[config.mk]
export PLATFORM = sky130hd
export DESIGN_NAME = uart_tx_ctrl
export DESIGN_NICKNAME = d
export VERILOG_FILES = /design/src/rtl/uart_tx_pkg.sv /design/src/rtl/uart_tx_parity_calc.sv /design/src/rtl/uart_tx_ctrl.sv
export SDC_FILE = /design/constraint.sdc
export NUM_CORES = 1
export LEC_CHECK = 0
export CAP_MARGIN = 15
export CORE_AREA = 2 2 39 41
export CTS_CLUSTER_SIZE = 10
export DETAILED_ROUTE_END_ITERATION = 16
export DIE_AREA = 0 0 41 43
export SYNTH_ARGS = -nofsm -noshare
export SYNTH_HDL_FRONTEND = slang
export SYNTH_SLANG_ARGS = --single-unit
[constraint.sdc]
create_clock -name SER_CLK -period 2 [get_ports SER_CLK]
set_input_delay 0.4 -clock SER_CLK [delete_from_list [all_inputs] [get_ports SER_CLK]]
set_output_delay 0.4 -clock SER_CLK [all_outputs]
set_load 0.01 [all_outputs]
[src/rtl/uart_tx_pkg.sv]
// Shared definitions for the UART transmit controller: the FSM state
// encoding and the parity-type constants.
// Build option: UART_TX_TWO_STOP_EN selects two stop bits per frame.
package uart_tx_pkg;

  // STOP2 keeps its encoding in every build; it is only reachable
  // when two stop bits are compiled in.
  typedef enum logic [2:0] {
    IDLE   = 3'd0,
    START  = 3'd1,
    DATA   = 3'd2,
    PARITY = 3'd3,
    STOP   = 3'd4,
    STOP2  = 3'd5
  } tx_state_e;

  localparam logic PAR_EVEN = 1'b0;
  localparam logic PAR_ODD  = 1'b1;

endpackage

[src/rtl/uart_tx_parity_calc.sv]
// Parity generator: XOR-reduces the parallel word, applies the parity
// type, and holds the result from the accept edge until the next accept.
module parity_calc
  import uart_tx_pkg::*;
#(
  parameter int DATA_WIDTH = 8
) (
  input  logic                  SER_CLK,
  input  logic                  SER_RST,
  input  logic                  load_i,
  input  logic [DATA_WIDTH-1:0] data_i,
  input  logic                  par_typ_i,
  output logic                  par_bit_o
);

  logic par_bit_d;
  logic par_bit_q;

  // Even parity is the plain XOR of the word; odd parity is its inverse.
  always_comb begin
    par_bit_d = ^data_i;
    if (par_typ_i == PAR_ODD) par_bit_d = ~par_bit_d;
  end

  // Capture the parity bit only when a word is accepted.
  // NOTE: async active-low reset in the sensitivity list, and <= for every
  // sequential assignment so all flops update together at the edge.
  always_ff @(posedge SER_CLK or negedge SER_RST) begin
    if (!SER_RST)    par_bit_q <= 1'b0;
    else if (load_i) par_bit_q <= par_bit_d;
  end

  assign par_bit_o = par_bit_q;

endmodule

[src/rtl/uart_tx_ctrl.sv]
// UART transmit controller: accepts a parallel word, sequences the
// external serializer through ser_en and muxes start, data, optional
// parity and stop bits onto TX_OUT (idle high, one SER_CLK per bit).
// Build option: define UART_TX_TWO_STOP_EN for two stop bits per frame.
module uart_tx_ctrl
  import uart_tx_pkg::*;
#(
  parameter int DATA_WIDTH = 8
) (
  input  logic                  SER_CLK,
  input  logic                  SER_RST,
  input  logic [DATA_WIDTH-1:0] P_DATA,
  input  logic                  DATA_VALID,
  input  logic                  PAR_EN,
  input  logic                  PAR_TYP,
  input  logic                  ser_done,
  input  logic                  ser_data,
  output logic                  ser_en,
  output logic                  TX_OUT,
  output logic                  Busy
);

  tx_state_e state_q;
  logic      par_en_q;
  logic      par_bit;
  logic      accept;

  // A request is honoured only while idle; anything else is dropped.
  assign accept = (state_q == IDLE) && DATA_VALID;

  parity_calc #(
    .DATA_WIDTH (DATA_WIDTH)
  ) u_parity (
    .SER_CLK   (SER_CLK),
    .SER_RST   (SER_RST),
    .load_i    (accept),
    .data_i    (P_DATA),
    .par_typ_i (PAR_TYP),
    .par_bit_o (par_bit)
  );

  // Frame sequencer; PAR_EN is latched at accept so mid-frame changes
  // cannot alter the frame already in flight.
  always_ff @(posedge SER_CLK or negedge SER_RST) begin
    if (!SER_RST) begin
      state_q  <= IDLE;
      par_en_q <= 1'b0;
    end else begin
      case (state_q)
        IDLE: begin
          if (DATA_VALID) begin
            par_en_q <= PAR_EN;
            state_q  <= START;
          end
        end
        START:  state_q <= DATA;
        DATA: begin
          if (ser_done) state_q <= par_en_q ? PARITY : STOP;
        end
        PARITY: state_q <= STOP;
`ifdef UART_TX_TWO_STOP_EN
        STOP:   state_q <= STOP2;
        STOP2:  state_q <= IDLE;
`else
        STOP:   state_q <= IDLE;
`endif
        default: state_q <= IDLE;
      endcase
    end
  end

  // Line and handshake decode from the state register; ser_en follows
  // ser_done combinationally so the serializer stops on its last bit.
  // NOTE: every output gets a default first so no path infers a latch.
  always_comb begin
    TX_OUT = 1'b1;
    ser_en = 1'b0;
    Busy   = (state_q != IDLE);
    case (state_q)
      START: begin
        TX_OUT = 1'b0;
        ser_en = 1'b1;
      end
      DATA: begin
        TX_OUT = ser_data;
        ser_en = ~ser_done;
      end
      PARITY:  TX_OUT = par_bit;
      default: TX_OUT = 1'b1;
    endcase
  end

endmodule
=== After elaboration in Yosys (flattened, before gate mapping) ===
Cells that the tools add are included.

* Bits in registers: 5
* Latch bits: 0
* Memory bits (writable): 0
* Bits in read-only memories: 0
* Input port bits: 15
* Output and inout port bits: 3
* Word-level logic and storage cells: 23
* Memories: 0

* Add/sub/neg operators: 0
* Multiply operators: 0
* Divide/modulo/power cells: 0
* Magnitude comparators: 0
* Equal/unequal tests: 5
* Shifts and indexed selects: 0
* Muxes and demuxes: 7
* Bitwise operators: 2
* Reductions and logical operators: 6

{| class="wikitable"
|+ Operators with widths
! operator !! count
|-
| case mux 3 bit (4 select lines) || 1
|-
| two-way mux 3 bit || 3
|-
| XOR reduction 8 bit || 1
|-
| == test 3 x 2 -> 1 bit (second input constant) || 2
|-
| != test 2 bit (second input constant) || 2
|-
| AND reduction 2 bit || 2
|-
| == test 3 x 1 -> 1 bit (second input constant) || 1
|-
| logical NOT 3 bit || 1
|-
| case mux 1 bit (3 select lines) || 1
|-
| nonzero test 3 bit || 1
|-
| NOT 1 bit || 2
|-
| case mux 1 bit (2 select lines) || 1
|-
| logical AND 1 bit || 1
|-
| two-way mux 1 bit || 1
|}

=== Logic depth before layout (Yosys ltp) ===
* Depth in word-level cells: 3
* Mapped depth: 4
* Mapped depth without buffers: 4

=== By module ===
Synthesis repeated with hierarchy kept, for this count alone.

* Cell total of the unflattened synthesis: 33
* Area, all modules: 346.6 µm²

{| class="wikitable"
|+ Modules (own cells, without submodules)
! module !! instances !! cells an instance !! area each (µm²) !! seq. area each (µm²)
|-
| uart_tx_ctrl || 1 || 24 || 216.5 || 100.1
|-
| parity_calc || 1 || 9 || 130.1 || 25.0
|}

=== Worst setup path before layout ===
Ideal clock, no wire load.

* Path kind: register to output
* From: reg state_q[0]
* To: out ser_en
* Arrival time: 1.072 ns
* Data required time: 1.600 ns
* Path slack: 0.528 ns
* Stages on the path, launching flop included: 4
* Path buffers: 1
* Path through: dfrtp_1 > clkbuf_1 > or3_1 > a21oi_1

* Longest elaborated chain between the ends: 2
* Elaborated cells between the ends (all ways): 3
* Classes of those cells: eq/ne: 2; mux: 1

{| class="wikitable"
|+ RTL lines
! item !! RTL line !! source
|-
| start, declared || uart_tx_ctrl.sv:23 || <nowiki>tx_state_e state_q;</nowiki>
|-
| start signal, assigned || uart_tx_ctrl.sv:58 || <nowiki>if (ser_done) state_q <= par_en_q ? PARITY : STOP;</nowiki>
|-
| == test 3 x 2 -> 1 bit / == test 3 x 1 -> 1 bit (equally long branches) || uart_tx_ctrl.sv:79 || <nowiki>case (state_q)</nowiki>
|-
| case mux 1 bit (2 select lines) * || uart_tx_ctrl.sv:79 ||
|-
| end, declared || uart_tx_ctrl.sv:18 || <nowiki>output logic ser_en,</nowiki>
|}

Every way passes the cells marked *; elsewhere a longest branch is shown, timed or not.

=== Final worst setup path ===
* From: in ser_done
* To: out ser_en

* Longest elaborated chain between the ends: 2

{| class="wikitable"
|+ RTL lines
! item !! RTL line !! source
|-
| start, declared || uart_tx_ctrl.sv:16 || <nowiki>input logic ser_done,</nowiki>
|-
| NOT 1 bit || uart_tx_ctrl.sv:86 || <nowiki>ser_en = ~ser_done;</nowiki>
|-
| case mux 1 bit (2 select lines) || uart_tx_ctrl.sv:79 ||
|}

No other way between the ends.

==> flow_summary.yaml <==
place:
  placed_wire_length_estimate_after_detailed_placement_um: 558
  postPlaceCellArea_um2: 538
  gpl.final_weighted_congestion: 0.652
  placed_cells_incl_taps: 68
  placement.setup.worst_slack_ns: -0.222
  port_bufs: 17
finish:
  fin_util_pct: 40.7
  area_growth_syn_to_layout_pct: 67.3
  finalInstanceArea_um2: 563
  finalNonFillerCells: 72
  insertedDiodeCount: 0
  final_common_cell: "clkdlybuf4s50_1"
  layout.cells.most_common_list: "15 x clkdlybuf4s50_1, 5 x a21oi_1, 5 x dfrtp_1"
  layout.nets: 72
  fillCellCount: 130
  post_route_cells_drive_above_1_share_pct: 16.1
clocking:
  cts_inserted_buffers: 3
  cts.path.max_buffers: 2
  cts-root-buf: "clkbuf_4"
  clock_insertion_delay_worst_skew_ns: 0.23
  tritoncts: "built"
  numClockSinks: 5
  clock_tree.htree_level_count: 1
  worst_setup_hold_path_clk_slew_ns: 0.04
  ctsHoldBuffers: 0
floorplan:
  die_y_um: 43
  floorplan.die_area_mm2: 0.00176
  fp-row-count: 14
  num_io_pins: 18
  die_width_um: 41
  initial_core_util_pct: 24.3
  core_area_mm2: 0.00138
yosys:
  synth-seq-cells: 5
  avgSynthCellArea_um2: 9.90
  portion_of_the_post_synthesis_area_used_by_sequential_elements_pct: 37.2
  synth_cell_type_count: 17
  synthCells: 34
  syn_nets: 49
  yosys_warnings: 0
  syn_area_um2: 337
sta:
  fin_worst_skew_ns: 0.000295
  fmax_ghz: 0.518
  final-setup-viol-count: 0
  transition_time_of_the_tightest_slew_check_pin_ns: 0.221
  timing.final.max_slew_violations: 0
  grt_setup_unrepaired: "false"
  worst_slew_margin_rel_pct: 85.2
  timing.hold.ws_ns: 0.384
  final.period_utilization_pct: 96.6
  post-route-worst-setup-slack_ns: 0.0680
  layout_min_cycle_time_ns: 1.93
  setup-tns-final_ns: 0
  hold_viol_final: 0
hold_path:
  hold_path_class: "in -> async"
setup_path:
  cp-end-kind: "output port"
  timing.rr.end: "par_en_q$_DFFE_PN0P_"
  worst-r2r-cell-count: 4
  reg2reg_setup_slack_ns: 0.71
  crit_end: "ser_en"
  worst-path-max-fanout: 2
  critical_path.reg2reg.startpoint: "state_q[0]$_DFFE_PN0P_"
  worst-setup-path-type: "in -> out"
  worst_setup_path_start_kind: "input pin"
  worstSetupStartpoint: "ser_done"
  cp_data_required_time_ns: 1.60
  critPathArrivalTime_ns: 1.53
global_routing:
  first_pass_grt_wire_length_um: 1080
  overflow: 0
  vias_in_the_first_global_route: 279
  grt_start_max_net_pins: 7
  grt_antenna_before_repair: 0
  overall_track_demand_over_capacity_in_global_routing_pct: 9.22
detailed_routing:
  routed_wl_um: 656
  detail_route.drc_violations: 0
  ant_nets: 0
  via_per_inst: 3.94
  route.detailed.wl_per_inst_um: 9.11
  drt_iter0_markers: 0
  vias: 284
  drt-pass1-iter-count: 1
power:
  p_switching_uw: 217
  share_seq_of_total_power_pct: 30.5
  comb_power_share_pct: 51.8
  clock_power_share_pct: 17.8
  power.switching_fraction_pct: 34.5
  pwr_density_cell_mw_per_mm2: 1120
  internal_power_uw: 413
  power.static_leakage_nw: 0.247
  power_uw: 631
  irDropWorstVdd_mv: 0.516
flow_run:
  cap_viol_max_count: 0
run_status:
  run_status: "finished, final reports clean"
==> flip-flops by register name (all words and copies together), names as in the netlist <==
signal              count
u_parity.par_bit_o      1
par_en_q                1
state_q                 3
==> power by group through the flow <==
stage | registers, mW | logic, mW | clock network [mW]
final | 0.192 | 0.327 | 0.112
after global routing | 0.200 | 0.362 | 0.129
after CTS | 0.192 | 0.330 | 0.119
after detailed placement | 0.193 | 0.348 | 0
after global placement | 0.193 | 0.346 | 0
after floorplan | 0.175 | 0.206 | 0
==> synthesized netlist by cell type, drive strengths merged <==
| library cell | count | share of area [%] |
|---|---|---|
| a21oi | 5 | 7.4 |
| dfrtp | 5 | 37 |
| xnor2 | 5 | 17 |
| nor3 | 4 | 5.9 |
| inv | 3 | 3.3 |
| nand2 | 3 | 3.3 |
| mux2 | 2 | 6.7 |
| a211o | 1 | 2.6 |
| and3 | 1 | 1.9 |
| clkbuf | 1 | 1.1 |
| or2 | 1 | 1.9 |
| or3 | 1 | 1.9 |
| xnor3 | 1 | 6.7 |
| xor2 | 1 | 2.6 |
==> layout make-up <==
class,count,area [um2],area share (%)
multi-input cells,25,196,34.9
well taps,16,20.0,3.56
flip-flops and latches,5,125,22.2
repair buffers,19,184,32.7
inverters,3,11.3,2.00
clock buffers,4,26.3,4.67
==> repair_timing <==
action,4_1_cts,5_1_grt
endpoints found under the hold margin,0,0
setup buffers,0,0
gates resized for setup,2,1
endpoints found under the setup margin,2,1
cloned,0,0
==> worst max-delay path: stages <==
cell and delay (ns):
clkdlybuf4s50_1 0.42, or3_1 0.31, a21oi_1 0.15, clkdlybuf4s15_1 0.25
==> logic make-up (layout without fill, tap and decap cells) <==
family / after synthesis / in the layout / share of synthesized area [%]
DFF: 5 / 5 / 37.2
and+or+nand+nor: 10 / 10 / 14.9
AOI/OAI and AO/OA: 6 / 6 / 10.0
muxes: 2 / 2 / 6.69
xor gates and xnor gates: 7 / 7 / 26.8
buffers and inverters: 4 / 26 / 4.46
==> per-layer routing <==
metal	up-vias	track usage, %	share of wire [%]
li1	158	-	-
met1	120	11.9	45
met4	0	6.00	0
met2	6	12.5	51
met3	0	3.14	3.5
met5	-	0	0
==> worst min-delay path by stage <==
stage	start	to	slack, ns	cells after the start
floorplan	SER_RST	par_en_q$_DFFE_PN0P_	0.10	0
global placement	u_parity.par_bit_o$_DFFE_PN0P_	u_parity.par_bit_o$_DFFE_PN0P_	0.50	1
detailed placement	u_parity.par_bit_o$_DFFE_PN0P_	u_parity.par_bit_o$_DFFE_PN0P_	0.50	1
CTS	SER_RST	state_q[1]$_DFFE_PN0P_	0.38	1
global route	SER_RST	state_q[2]$_DFFE_PN0P_	0.38	1
finish	SER_RST	u_parity.par_bit_o$_DFFE_PN0P_	0.38	1
No activity file was read; power rests on OpenSTA's default activity.
